===== src/rtl/my_top_level_pkg.sv =====
// Shared constants for the two-stage registered modular adder.
// Imported by the top and its add stage so the default width lives in one place.
package my_top_level_pkg;

    localparam int   DEFAULT_WIDTH = 8;
    localparam logic RESET_ACTIVE  = 1'b0;

endpackage : my_top_level_pkg


===== src/rtl/my_top_level_add_stage.sv =====
// Single registered WIDTH-bit modular add with asynchronous active-low clear.
// The carry-out is dropped on purpose; results wrap modulo 2^WIDTH.
module my_top_level_add_stage
    import my_top_level_pkg::*;
#(
    parameter int WIDTH = DEFAULT_WIDTH
) (
    input  logic             clk,
    input  logic             reset,
    input  logic [WIDTH-1:0] a,
    input  logic [WIDTH-1:0] b,
    output logic [WIDTH-1:0] x
);

    logic [WIDTH-1:0] sum_d;
    logic [WIDTH-1:0] sum_q;

    always_comb begin
        sum_d = a + b;
    end

    always_ff @(posedge clk or negedge reset) begin
        if (!reset) begin
            sum_q <= '0;
        end else begin
            sum_q <= sum_d;
        end
    end

    assign x = sum_q;

endmodule : my_top_level_add_stage


===== src/rtl/my_top_level.sv =====
// Two-stage pipelined unsigned adder: operand registers feed a registered add.
// io_X comes straight from the add-stage flop, so it never glitches between edges.
module my_top_level
    import my_top_level_pkg::*;
#(
    parameter int WIDTH = DEFAULT_WIDTH
) (
    input  logic             clk,
    input  logic             reset,
    input  logic [WIDTH-1:0] io_A,
    input  logic [WIDTH-1:0] io_B,
    output logic [WIDTH-1:0] io_X
);

    logic [WIDTH-1:0] a_d;
    logic [WIDTH-1:0] a_q;
    logic [WIDTH-1:0] b_d;
    logic [WIDTH-1:0] b_q;

    always_comb begin
        a_d = io_A;
        b_d = io_B;
    end

    // Clearing the operand stage too guarantees no pre-reset sum survives release.
    always_ff @(posedge clk or negedge reset) begin
        if (!reset) begin
            a_q <= '0;
            b_q <= '0;
        end else begin
            a_q <= a_d;
            b_q <= b_d;
        end
    end

    my_top_level_add_stage #(
        .WIDTH (WIDTH)
    ) u_add_stage (
        .clk   (clk),
        .reset (reset),
        .a     (a_q),
        .b     (b_q),
        .x     (io_X)
    );

endmodule : my_top_level


===== config.mk =====
export PLATFORM = sky130hd
export DESIGN_NAME = my_top_level
export DESIGN_NICKNAME = d
export VERILOG_FILES = /design/src/rtl/my_top_level_pkg.sv /design/src/rtl/my_top_level_add_stage.sv /design/src/rtl/my_top_level.sv
export SDC_FILE = /design/constraint.sdc
export NUM_CORES = 1
export LEC_CHECK = 0
export BUFFER_PORTS_ARGS = -buffer_cell sky130_fd_sc_hd__buf_2
export CAP_MARGIN = 20
export CELL_PAD_IN_SITES_DETAIL_PLACEMENT = 2
export CELL_PAD_IN_SITES_GLOBAL_PLACEMENT = 2
export CORE_UTILIZATION = 35
export CTS_BUF_LIST = sky130_fd_sc_hd__clkbuf_2 sky130_fd_sc_hd__clkbuf_4 sky130_fd_sc_hd__clkbuf_8
export DETAILED_ROUTE_END_ITERATION = 12
export GPL_TIMING_DRIVEN = 0
export PLACE_DENSITY = 0.87
export SLEW_MARGIN = 40
export SYNTH_ARGS = -nofsm -noshare
export SYNTH_HDL_FRONTEND = slang
export SYNTH_SLANG_ARGS = --single-unit

===== constraint.sdc =====
create_clock -name clk -period 2.2 [get_ports clk]
set_clock_uncertainty 0.15 [all_clocks]
set_input_delay 0.11 -clock clk [delete_from_list [all_inputs] [get_ports clk]]
set_output_delay 0.11 -clock clk [all_outputs]
set_load 0.005 [all_outputs]

==> impl_metrics.ini <==
[status]
status = finished clean

[global_routing]
grt_overflow = 0
antenna_found_initial = 0
grt_max_degree = 25
grt_first_pass_wirelength_um = 4530
grt_use_total_pct = 24.9
grt_pass1_vias = 881

[cts]
clkTransAtPathRegs_ns = 0.15
cts_tree = built
htree_num_levels = 1
clk_latency_ns = 0.33
numCtsBuffers = 3
cts_root_buffer = clkbuf_4
clkSinkCount = 24
clockBufferDepth = 2

[sta]
hold_slack_ns = 0.141
slew_headroom_pct = 64.3
rsz0062_at_grt = no
fin_setup_tns_ns = 0
finalHoldViolCount = 0
setup_viol = 0
fin_crit_ns = 1.95
tightest_slew_ns = 0.536
maxSlewViolCount = 0
fmax_mhz = 513
min_period_over_period_pct = 88.6

[floorplan]
dieArea_sq_mm = 0.00287
fp.dieW_um = 53.6
die-height_um = 53.6
std_cell_rows = 18
start_util_pct = 37.3
io_pins = 26
core_area_sq_mm = 0.00250

[worst_setup_path]
worstSetupStartpoint = b_q[0]$_DFF_PN0_
rr_startpoint = b_q[0]$_DFF_PN0_
r2r_slack_ns = 0.25
cp_max_fo = 3
critPathRequiredTime_ns = 2.28
reg2regPathDepth = 6
worstReg2RegEnd = u_add_stage.x[6]$_DFF_PN0_
worstPathArrival_ns = 2.03
worst_setup_path_end_kind = flop
cp-start-kind = flop
path_class = flop to flop
crit_end = u_add_stage.x[6]$_DFF_PN0_

[pwr]
p_leak_nw = 0.625
p_per_area_mw_per_mm2 = 763
ir_worst_vdd_mv = 0.568

[placed_design]
place.gp.congestion = 0.709
place_hpwl_um = 1510
io_buffers = 25
place_inst = 121
place_area_sq_mm = 0.00109

[final_layout]
area_delta_synth_final_pct = 41.3
layout_common_cells = buf_2 (25), dfrtp_1 (24), dlygate4sd3_1 (17)
utilization_pct = 52.7
fillerInstances = 223
final_layout_size_suffix_gt1_share_pct = 26.8
final_nets = 139
fin_cells = 142
layout_commonest_cell = buf_2
design_area_sq_mm = 0.00132
n_antenna_cell = 0
seq_area_sq_um = 601
multi_input_area_sq_um = 313

[routing]
drt-initial-drc-count = 0
vias_per_cell = 5.07
drtPass1Iterations = 1
vias = 720
wl_um = 2880
wire_per_inst_um = 20.3
drt.antenna.violating_nets = 0
drcViolationCount = 0

[logic_synthesis]
syn_inst = 66
ys_warn_count = 0
synth_edf_count = 0
ys_async_sr_fraction_pct = 100
synth.distinct_cells = 24
syn-num-nets = 92
synth_ff_type = dfrtp_1
ys_seq_elements = 24
postSynthAreaPerCell_sq_um = 14.1
netlist_area_sq_um = 932
ys_seq_area_share_pct = 64.4

[min_path]
min_path_type = input pin to async pin

[flow_run]
cap_violations = 0
## critical path, cell delays in order, from the launching register on
cell and delay [ns]:
dfrtp_1 0.42, ha_1 0.25, inv_1 0.08, fa_1 0.29, nor2b_4 0.07, o31a_1 0.28
o311ai_1 0.30
## how the worst min path moves through the flow
stage	to	depth (start not counted)	slack, ns
detailed placement	b_q[5]$_DFF_PN0_	1	-0.03
global placement	a_q[6]$_DFF_PN0_	1	-0.05
CTS	a_q[4]$_DFF_PN0_	2	0.15
finish	a_q[0]$_DFF_PN0_	2	0.14
global route	a_q[5]$_DFF_PN0_	2	0.17
floorplan	a_q[0]$_DFF_PN0_	0	-0.34
## synth_stat cells (2+ instances only)
cell,number,area share [%]
o211ai_1,3,2.4
xnor2_1,2,1.9
dfrtp_1,24,64
xor2_1,2,1.9
a21oi_1,5,2.7
inv_1,5,2.0
ha_1,7,9.4
o21ai_0,2,1.1
## through the flow
stage                     setup WS (ns)  power, mW
after CTS                         0.319      0.986
after floorplan                   0.565      0.578
final                             0.250       1.00
after global routing              0.201       1.06
after detailed placement          0.373      0.648
after global placement            0.442      0.633
## flip-flops by register name (all words and copies together) (netlist names)
name	count
u_add_stage.x	8
a_q	8
b_q	8
## layer usage
layer	up-vias	global-route usage [%]	share of wire, %
met5	-	0	0
met4	0	18.4	4.9
met1	355	26.4	38
met3	14	7.63	4.1
li1	323	-	-
met2	28	41.7	53
## area by class of cell
cell class | instances | area share, %
Timing Repair Buffer | 42 | 22.4
Tap cell | 30 | 2.85
Multi-Input combinational cell | 37 | 23.7
Clock inverter | 1 | 2.28
Inverter | 5 | 1.42
Sequential cell | 24 | 45.6
Clock buffer | 3 | 1.71
## where the power goes
group	switching, mW	internal [mW]	total [mW]
clock network	0.146	0.184	0.331
logic	0.0909	0.0893	0.180
registers	0.0134	0.481	0.494
## cell families after synthesis
family | Yosys count | synth area share, %
adders and majority gates | 8 | 11.5
DFF | 24 | 64.4
AOI/OAI and AO/OA | 18 | 13.3
buffers and inverters | 5 | 2.01
and+or+nand+nor | 7 | 4.97
xor gates and xnor gates | 4 | 3.76
## what timing repair did
| action | 4_1_cts | 5_1_grt |
|---|---|---|
| hold buffers | 17 | 0 |
| hold endpoints to repair | 40 | 0 |
| buffers inserted | 0 | 0 |
| gates resized for setup | 0 | 0 |
No activity file was read; power rests on OpenSTA's default activity.
